File: src/rtl/ahb_default_slave_pkg.sv
// AHB-lite default slave: shared bus encodings.
// HTRANS/HRESP codes and transfer-type helper.
package ahb_default_slave_pkg;

  typedef enum logic [1:0] {
    HTRANS_IDLE   = 2'b00,
    HTRANS_BUSY   = 2'b01,
    HTRANS_NONSEQ = 2'b10,
    HTRANS_SEQ    = 2'b11
  } htrans_e;

  localparam logic HRESP_OKAY  = 1'b0;
  localparam logic HRESP_ERROR = 1'b1;

  function automatic logic is_active(
    input logic [1:0] t
  );
    return (t == HTRANS_NONSEQ) ||
           (t == HTRANS_SEQ);
  endfunction

endpackage

File: src/rtl/ahb_default_slave_if.sv
// AHB-lite slave-side bus bundle.
// master drives address phase + HREADY; slave drives HRDATA/HRESP/HREADYOUT.
interface ahb_default_slave_if;
  logic        HSEL;
  logic [1:0]  HTRANS;
  logic [31:0] HADDR;
  logic        HWRITE;
  logic [2:0]  HSIZE;
  logic        HREADY;
  logic [31:0] HRDATA;
  logic        HRESP;
  logic        HREADYOUT;

  modport slave (
    input  HSEL, HTRANS, HADDR,
    input  HWRITE, HSIZE, HREADY,
    output HRDATA, HRESP, HREADYOUT
  );

  modport master (
    output HSEL, HTRANS, HADDR,
    output HWRITE, HSIZE, HREADY,
    input  HRDATA, HRESP, HREADYOUT
  );
endinterface

File: src/rtl/ahb_err_log.sv
// Fault log: captured address phase, sticky valid, saturating count.
// Ports: i_accept strobe + address fields, i_clr; o_* log outputs.
module ahb_err_log
  import ahb_default_slave_pkg::*;
#(
  parameter int CNT_W     = 8,
  parameter bit LOG_FIRST = 1'b1
) (
  input  logic             i_clk,
  input  logic             i_rst_n,
  input  logic             i_accept,
  input  logic             i_clr,
  input  logic [31:0]      i_addr,
  input  logic             i_write,
  input  logic [2:0]       i_size,
  output logic             o_valid,
  output logic [31:0]      o_addr,
  output logic             o_write,
  output logic [2:0]       o_size,
  output logic [CNT_W-1:0] o_count
);

  localparam logic [CNT_W-1:0] CNT_MAX = '1;

  logic             r_valid;
  logic [31:0]      r_addr;
  logic             r_write;
  logic [2:0]       r_size;
  logic [CNT_W-1:0] r_count;
  logic             w_capture;

  // A clear coinciding with a fault starts a fresh log,
  // so the new fault is captured even in first-fault mode.
  assign w_capture = i_accept &
    (i_clr | !LOG_FIRST | !r_valid);

  always_ff @(posedge i_clk or negedge i_rst_n) begin
    if (!i_rst_n) begin
      r_valid <= 1'b0;
      r_count <= '0;
    end else if (i_accept) begin
      r_valid <= 1'b1;
      if (i_clr)
        r_count <= CNT_W'(1);
      else if (r_count != CNT_MAX)
        r_count <= r_count + CNT_W'(1);
    end else if (i_clr) begin
      r_valid <= 1'b0;
      r_count <= '0;
    end
  end

  always_ff @(posedge i_clk or negedge i_rst_n) begin
    if (!i_rst_n) begin
      r_addr  <= '0;
      r_write <= 1'b0;
      r_size  <= '0;
    end else if (w_capture) begin
      r_addr  <= i_addr;
      r_write <= i_write;
      r_size  <= i_size;
    end
  end

  assign o_valid = r_valid;
  assign o_addr  = r_addr;
  assign o_write = r_write;
  assign o_size  = r_size;
  assign o_count = r_count;

endmodule

File: src/rtl/ahb_default_slave.sv
// AHB-lite default slave: two-cycle ERROR to active transfers, fault log.
// Ports: HCLK/HRESETn, slave bus bundle, err_clr in, err_* log/irq out.
module ahb_default_slave
  import ahb_default_slave_pkg::*;
#(
  parameter int CNT_W     = 8,
  parameter bit LOG_FIRST = 1'b1
) (
  input  logic              HCLK,
  input  logic              HRESETn,
  ahb_default_slave_if.slave bus,
  input  logic              err_clr,
  output logic              err_valid,
  output logic [31:0]       err_addr,
  output logic              err_write,
  output logic [2:0]        err_size,
  output logic [CNT_W-1:0]  err_count,
  output logic              err_irq
);

  // Bit 1 = HRESP, bit 0 = wait state, so the bus
  // outputs come straight from state flops.
  typedef enum logic [1:0] {
    ST_IDLE = 2'b00,
    ST_ERR1 = 2'b11,
    ST_ERR2 = 2'b10
  } state_e;

  state_e r_state;
  state_e w_next;
  logic   w_accept;

  assign w_accept = bus.HSEL & bus.HREADY &
    is_active(bus.HTRANS);

  always_ff @(posedge HCLK or negedge HRESETn) begin
    if (!HRESETn)
      r_state <= ST_IDLE;
    else
      r_state <= w_next;
  end

  always_comb begin
    w_next = ST_IDLE;
    unique case (r_state)
      ST_IDLE: if (w_accept) w_next = ST_ERR1;
      ST_ERR1: w_next = ST_ERR2;
      ST_ERR2: if (w_accept) w_next = ST_ERR1;
      default: w_next = ST_IDLE;
    endcase
  end

  assign bus.HRESP = r_state[1] ?
    HRESP_ERROR : HRESP_OKAY;
  assign bus.HREADYOUT = ~r_state[0];
  assign bus.HRDATA    = '0;
  assign err_irq       = (r_state == ST_ERR1);

  ahb_err_log #(
    .CNT_W    (CNT_W),
    .LOG_FIRST(LOG_FIRST)
  ) u_log (
    .i_clk   (HCLK),
    .i_rst_n (HRESETn),
    .i_accept(w_accept),
    .i_clr   (err_clr),
    .i_addr  (bus.HADDR),
    .i_write (bus.HWRITE),
    .i_size  (bus.HSIZE),
    .o_valid (err_valid),
    .o_addr  (err_addr),
    .o_write (err_write),
    .o_size  (err_size),
    .o_count (err_count)
  );

endmodule

File: src/flat_wrapper.sv
// flat-port wrapper written by rule: the top's interface ports become plain ports
module ahb_default_slave_flat import ahb_default_slave_pkg::*;
#(
  parameter int CNT_W     = 8,
  parameter bit LOG_FIRST = 1'b1
)
  (HCLK, HRESETn, err_clr, err_valid, err_addr, err_write, err_size, err_count, err_irq, bus_HSEL, bus_HTRANS, bus_HADDR, bus_HWRITE, bus_HSIZE, bus_HREADY, bus_HRDATA, bus_HRESP, bus_HREADYOUT);
  ahb_default_slave_if bus_i ();
  input  logic HCLK;
  input  logic HRESETn;
  input  logic err_clr;
  output logic err_valid;
  output logic [31:0] err_addr;
  output logic err_write;
  output logic [2:0] err_size;
  output logic [CNT_W-1:0] err_count;
  output logic err_irq;
  input wire logic [$bits(bus_i.HSEL)-1:0] bus_HSEL;
  input wire logic [$bits(bus_i.HTRANS)-1:0] bus_HTRANS;
  input wire logic [$bits(bus_i.HADDR)-1:0] bus_HADDR;
  input wire logic [$bits(bus_i.HWRITE)-1:0] bus_HWRITE;
  input wire logic [$bits(bus_i.HSIZE)-1:0] bus_HSIZE;
  input wire logic [$bits(bus_i.HREADY)-1:0] bus_HREADY;
  output wire logic [$bits(bus_i.HRDATA)-1:0] bus_HRDATA;
  output wire logic [$bits(bus_i.HRESP)-1:0] bus_HRESP;
  output wire logic [$bits(bus_i.HREADYOUT)-1:0] bus_HREADYOUT;
  assign bus_i.HSEL = bus_HSEL;
  assign bus_i.HTRANS = bus_HTRANS;
  assign bus_i.HADDR = bus_HADDR;
  assign bus_i.HWRITE = bus_HWRITE;
  assign bus_i.HSIZE = bus_HSIZE;
  assign bus_i.HREADY = bus_HREADY;
  assign bus_HRDATA = bus_i.HRDATA;
  assign bus_HRESP = bus_i.HRESP;
  assign bus_HREADYOUT = bus_i.HREADYOUT;
  ahb_default_slave #(.CNT_W(CNT_W), .LOG_FIRST(LOG_FIRST)) u_core (.HCLK(HCLK), .HRESETn(HRESETn), .bus(bus_i), .err_clr(err_clr), .err_valid(err_valid), .err_addr(err_addr), .err_write(err_write), .err_size(err_size), .err_count(err_count), .err_irq(err_irq));
endmodule
File: config.mk
export PLATFORM = sky130hd
export DESIGN_NAME = ahb_default_slave_flat
export DESIGN_NICKNAME = d
export VERILOG_FILES = /design/src/rtl/ahb_default_slave_pkg.sv /design/src/rtl/ahb_default_slave_if.sv /design/src/rtl/ahb_err_log.sv /design/src/rtl/ahb_default_slave.sv /design/src/flat_wrapper.sv
export SDC_FILE = /design/constraint.sdc
export NUM_CORES = 1
export LEC_CHECK = 0
export CORE_MARGIN = 2
export CORE_UTILIZATION = 24
export CTS_CLUSTER_DIAMETER = 60
export DETAILED_ROUTE_END_ITERATION = 8
export GPL_ROUTABILITY_DRIVEN = 0
export GPL_TIMING_DRIVEN = 0
export SYNTH_ARGS = -nofsm -noshare
export SYNTH_HDL_FRONTEND = slang
export SYNTH_SLANG_ARGS = --single-unit
File: constraint.sdc
create_clock -name HCLK -period 1.9 [get_ports HCLK]
set_input_delay 0.38 -clock HCLK [delete_from_list [all_inputs] [get_ports HCLK]]
set_output_delay 0.38 -clock HCLK [all_outputs]
set_load 0.01 [all_outputs]
==> impl_metrics.csv, run 1 <==
group,metric,value,unit
power_and_ir_drop,seqPwrFrac,46.4,%
critical_path,cp.arrival,2.00,ns
power_and_ir_drop,pwr-share-comb,30.6,%
critical_path,worst_setup_path_start_kind,"flip-flop",
clock_network,insertion_delay,0.30,ns
finish,drive_above_1_share,30.0,%
sta,fin_crit,1.82,ns
floorplan,start_util,24.6,%
logic_synthesis,synth_largest_area_cell,"dfrtp_1",
sta,tightest_slew,0.556,ns
critical_path,startpoint,"u_core.u_log.o_count[0]",
sta,relSlewSlack,62.9,%
global_routing,grt_max_degree,27,
detailed_routing,wl_per_cell,12.1,um
global_routing,track_usage,9.57,%
global_routing,antenna_found_initial,0,
detailed_routing,first_iter_violations,55,
clock_network,cts_made_buffers,5,
detailed_routing,drc,0,
finish,n_antenna_cell,0,
logic_synthesis,synth.area.top_cells,"dfrtp_1, mux2_2, buf_4",
logic_synthesis,synth_edf_count,0,
floorplan,coreArea,9150,sq um
logic_synthesis,yosys.area.top_type_share,52.3,%
floorplan,row_count,35,
logic_synthesis,synth-simple-area-share,6.73,%
logic_synthesis,synth_seq_area_share,52.3,%
power_and_ir_drop,p_switching,0.737,mW
critical_path,cp_top_family,"flip-flops",
global_routing,grt_pass1_vias,1621,
placed_design,dpl.hpwl,3790,um
floorplan,fp.dieW,101,um
sta,whs,0.0562,ns
critical_path,worstPathCellList,"ha_1 -> and4_1 -> buf_6 -> a2111oi_4 -> mux2_1",
detailed_routing,vias_per_cell,4.03,
flow_run,drv_cap,0,
clock_network,cts.sinks,47,
floorplan,die-area,10200,sq um
critical_path,slowest_stage,"dfrtp_2",
clock_network,path_clk_slew,0.10,ns
critical_path,crit_type,"reg2reg",
sta,finalSetupViolCount,0,
placed_design,placement.io_buffers,88,
sta,fin_worst_skew,0.00677,ns
power_and_ir_drop,clkPwrFrac,23.0,%
logic_synthesis,synth_fa_ha_area_share,0.556,%
global_routing,overflow,0,
finish,nets,343,
global_routing,grt_pass1_wl,7670,um
power_and_ir_drop,cellPowerDensity,774,nW/um^2
critical_path,path_max_fanout,6,
critical_path,end_kind,"flip-flop",
logic_synthesis,ys.flop_type,"dfrtp_1",
clock_network,cts_tree,"yes",
critical_path,cp_slowest_stage_delay,0.45,ns
logic_synthesis,muxShareOfSynthArea,20.0,%
clock_network,h-tree-depth,2,
floorplan,die_h,101,um
critical_path,required,2.08,ns
logic_synthesis,yosys-top-cells-count,"dfrtp_1, mux2_2, buf_4, nor2_1, mux2_1",
sta,slew_viol_final,0,
logic_synthesis,synth_cells,172,
logic_synthesis,yosys.cell_types.count,37,
logic_synthesis,synth_xor_area_share,0,%
clock_network,clock-root-buffer,"clkbuf_8",
sta,fin_crit_sh,95.6,%
finish,final_util,38.2,%
finish,area_delta_synth_final,55.2,%
clock_network,cts_hold_buf,0,
sta,finalHoldViolCount,0,
detailed_routing,vias,1655,
outcome,status,"completed",
logic_synthesis,postSynthAreaPerCell,13.1,sq um
worst_hold_path,worstHoldPathType,"in2async",
power_and_ir_drop,p_leak,1.54,nW
detailed_routing,ant_nets,0,
logic_synthesis,ys_ff_latch,47,
logic_synthesis,yosysMostFrequentCell,"dfrtp_1",
power_and_ir_drop,totalPowerFinal,2.71,mW
critical_path,path_buf_inv,1,
detailed_routing,drtPass1Iterations,4,
clock_network,ctsLongestPathBuffers,2,
logic_synthesis,syn_area,2250,sq um
floorplan,num_io_pins,123,
logic_synthesis,yosys_warnings,0,
power_and_ir_drop,power.internal,1.97,mW
logic_synthesis,ys_async_sr_fraction,100,%
sta,fmax,0.550,GHz
logic_synthesis,synth_top_family_by_area,"multiplexers",
power_and_ir_drop,switching_share,27.3,%
critical_path,r2r-start,"u_core.u_log.o_count[0]",
logic_synthesis,synth_compound_area_share,5.45,%
power_and_ir_drop,ir_drop,0.000374,V
sta,rsz0062_at_grt,"false",
detailed_routing,wl,4990,um
metal layers:
layer	up-vias	GRT usage [%]	wire, um
li1	786	-	-
met1	793	11.6	2040
met2	74	15.6	2440
met3	2	4.23	498
met4	0	2.21	17
met5	-	0	0
cells in the final DEF, fill, tap and decap left out, types with 2 or more instances in the layout:
master,synthesis,routed
and3_1,2,2
mux2_1,4,4
nand2_1,3,3
a21oi_1,2,2
conb_1,1,32
nor4_1,2,2
nand3_1,3,3
clkdlybuf4s50_1,0,87
nor2b_1,2,2
buf_6,2,2
clkbuf_8,0,5
nor2_1,5,5
a21o_1,2,2
mux2_2,35,35
buf_4,33,33
buf_2,1,2
nand4_1,3,3
dfrtp_2,0,2
inv_1,3,3
dfrtp_1,47,45
buf_8,3,3
power by group through the flow:
stage	logic, mW	registers, mW	clock network [mW]
after floorplan	0.261	1.35	0
after global placement	0.829	1.27	0
after detailed placement	0.838	1.28	0
after CTS	0.842	1.26	0.667
after global routing	0.891	1.28	0.702
final	0.829	1.25	0.621
path summary, 6_finish.rpt:
| kind | to | slack, ns | cells past startpoint |
|---|---|---|---|
| setup / recovery | u_core.u_log.o_count[5] | 0.08 | 5 |
| hold / removal | u_core.u_log.o_size[1] | 0.06 | 1 |
| setup reg to reg | u_core.u_log.o_count[5] | 0.08 | 5 |
| hold reg to reg | u_core.r_state[0] | 0.46 | 1 |
| max in group asynchronous | u_core.u_log.o_addr[8] | 1.30 | 2 |
| min in group HCLK | u_core.u_log.o_count[4] | 0.33 | 2 |
state kept, by name, summed over array words and instances (netlist names), named ones only:
signal and flops:
u_core.u_log.o_write 1, u_core.u_log.o_valid 1, u_core.u_log.o_size 3, u_core.u_log.o_count 8, u_core.r_state 1, u_core.u_log.o_addr 32
area by class of cell:
type	instances	area (sq um)
Fill cell	923	5660
Clock inverter	2	16.3
Tap cell	111	139
Buffer	39	320
Sequential cell	47	1180
Timing Repair Buffer	89	896
Inverter	4	15.0
Multi-Input combinational cell	113	856
Clock buffer	6	72.6
timing repair:
item	in CTS	in global routing
gates resized for setup	0	2
buffers inserted	0	0
setup endpoints to repair	0	1
per-stage QoR:
step	worst slack [ns]	instances	TNS, ns	cell area [sq um]
6_report	0.0833	411	0	3490
3_5_place_dp	-0.263	403	-8.13	3400
3_3_place_gp	-1.04	402	-55.59	3390
5_1_grt	0.0111	411	0	3490
2_1_floorplan	0.149	203	0	2370
4_1_cts	0.0663	411	0	3490
cell families after synthesis:
group	after synthesis
DFF	47
buffers and inverters	43
muxes	40
and+or+nand+nor	27
AOI/OAI and AO/OA	13
adders and majority gates	1
other	1
No activity file was read; power rests on OpenSTA's default activity.
==> run 2, diff against run 1 <==
- clock period: 1.9 -> 2.2 ns (I/O delays scaled with it)
==> run 2 against run 1 <==
Net effect:
- routed wire length is the same
- largest cell class unchanged
- power shrank 14%
- clock power down 14%
- sequential power decreased by 14%
- first-iteration DRC count unchanged
- sequential share of layout area barely moved
- global-route usage unchanged
- highest routed layer unchanged
- critical path depth is the same
- design area hardly changed
- clock skew is essentially flat
- sequential cell count unchanged
==> impl_metrics.csv, run 2 (synthesized netlist as in run 1, its figures left out) <==
group,metric,value,unit
outcome,status,"completed",
clock_network,cts_made_buffers,5,
power_and_ir_drop,seqPwrFrac,46.4,%
clock_network,cts_repair_resize_count,0,
detailed_routing,vias,1655,
sta,fmax,0.538,GHz
critical_path,cp_top_family,"buffers and inverters",
floorplan,coreArea,9150,sq um
clock_network,ctsLongestPathBuffers,2,
sta,rsz0062_at_grt,"false",
critical_path,worst_setup_path_start_kind,"input port",
finish,layout_common_cells,"clkdlybuf4s50_1, dfrtp_1, mux2_2, buf_4, conb_1",
power_and_ir_drop,pwr-share-comb,30.6,%
sta,finalSetupViolCount,0,
finish,largest_register_ff_count,32,
sta,tightest_slew,0.556,ns
critical_path,path_max_fanout,10,
placed_design,dpl_cell_area,3400,sq um
detailed_routing,topRoutingLayerUsed,"met4",
detailed_routing,wl_met3,498,um
finish,area_delta_synth_final,55.1,%
power_and_ir_drop,totalPowerFinal,2.34,mW
critical_path,required,2.39,ns
detailed_routing,wl_met2,2440,um
sta,fin_setup_tns,0,ns
critical_path,cp.arrival,2.05,ns
clock_network,cts_hold_buf,0,
critical_path,end_kind,"flip-flop",
detailed_routing,ant_nets,0,
detailed_routing,wl_per_cell,12.1,um
finish,final_util,38.1,%
critical_path,crit_type,"in2reg",
power_and_ir_drop,p_leak,1.54,nW
global_routing,overflow,0,
placed_design,dp.cells,403,
placed_design,dpl.hpwl,3790,um
finish,final_common_cell,"clkdlybuf4s50_1",
clock_network,cts_setup_buffers,0,
critical_path,worstPathCellList,"clkdlybuf4s50_1 -> nand3_2 -> a21oi_4 -> buf_8 -> mux2_2",
global_routing,track_usage,9.57,%
floorplan,die-area,10200,sq um
power_and_ir_drop,ir_drop,0.000323,V
floorplan,start_util,24.6,%
finish,nets,343,
detailed_routing,wl,4990,um
global_routing,antenna_found_initial,0,
sta,finalHoldViolCount,0,
sta,fin_crit_sh,84.5,%
detailed_routing,first_iter_violations,55,
detailed_routing,met1Wirelength,2040,um
clock_network,cts_tree,"yes",
floorplan,num_io_pins,123,
sta,slew_viol_final,0,
flow_run,drv_cap,0,
critical_path,slowest_stage,"clkdlybuf4s50_1",
global_routing,grt_pass1_wl,7670,um
floorplan,die_h,101,um
placed_design,pre_cts_ws,-0.0231,ns
worst_hold_path,worstHoldPathType,"in2async",
finish,final_cells,411,
finish,drive_above_1_share,29.3,%
clock_network,h-tree-depth,2,
power_and_ir_drop,cellPowerDensity,669,nW/um^2
critical_path,path_buf_inv,2,
sta,relSlewSlack,62.9,%
clock_network,insertion_delay,0.30,ns
clock_network,cts.sinks,47,
sta,fin_worst_skew,0.00677,ns
power_and_ir_drop,switching_share,27.3,%
sta,whs,0.116,ns
floorplan,fp.dieW,101,um
power_and_ir_drop,power.internal,1.70,mW
clock_network,path_clk_slew,0.10,ns
critical_path,rrSetupSlack,0.37,ns
detailed_routing,drc,0,
power_and_ir_drop,p_switching,0.637,mW
finish,n_antenna_cell,0,
sta,worst_slack,0.340,ns
power_and_ir_drop,clkPwrFrac,23.0,%
critical_path,cp_slowest_stage_delay,0.52,ns
detailed_routing,vias_per_cell,4.03,
floorplan,row_count,35,
global_routing,grt_max_degree,27,
finish,fin_area,3490,sq um
clock_network,clock-root-buffer,"clkbuf_8",
placed_design,placement.io_buffers,88,
detailed_routing,drtPass1Iterations,4,
global_routing,grt_pass1_vias,1621,
sta,fin_crit,1.86,ns
run 2: routing by layer:
| layer | GRT usage, % | up-vias |
|---|---|---|
| li1 | - | 786 |
| met1 | 11.6 | 793 |
| met2 | 15.6 | 74 |
| met3 | 4.23 | 2 |
| met4 | 2.21 | 0 |
| met5 | 0 | - |
run 2: final timing paths:
path,end,cells past startpoint,start
max,u_core.u_log.o_addr[24],5,bus_HSEL
min,u_core.u_log.o_size[1],1,HRESETn
max reg2reg,u_core.u_log.o_count[5],5,u_core.u_log.o_count[0]
min reg2reg,u_core.r_state[0],1,u_core.r_state[0]
max in group asynchronous,u_core.u_log.o_addr[8],2,HRESETn
min in group HCLK,u_core.u_log.o_count[4],2,err_clr
run 2: power by group through the flow:
stage               clock (mW)  sequential (mW)  combinational (mW)
floorplan                    0             1.17               0.226
global placement             0             1.09               0.716
detailed placement           0             1.10               0.724
CTS                      0.576             1.09               0.728
global route             0.606             1.11               0.769
finish                   0.537             1.08               0.716
run 2: cell type report:
cell class | count | area, sq um
timing repair buffer | 89 | 896
multi-input combinational | 113 | 856
fill | 922 | 5660
clock buffer | 6 | 72.6
clock inverter | 2 | 16.3
buffer | 39 | 320
inverter | 4 | 15.0
sequential | 47 | 1180
tap | 111 | 139
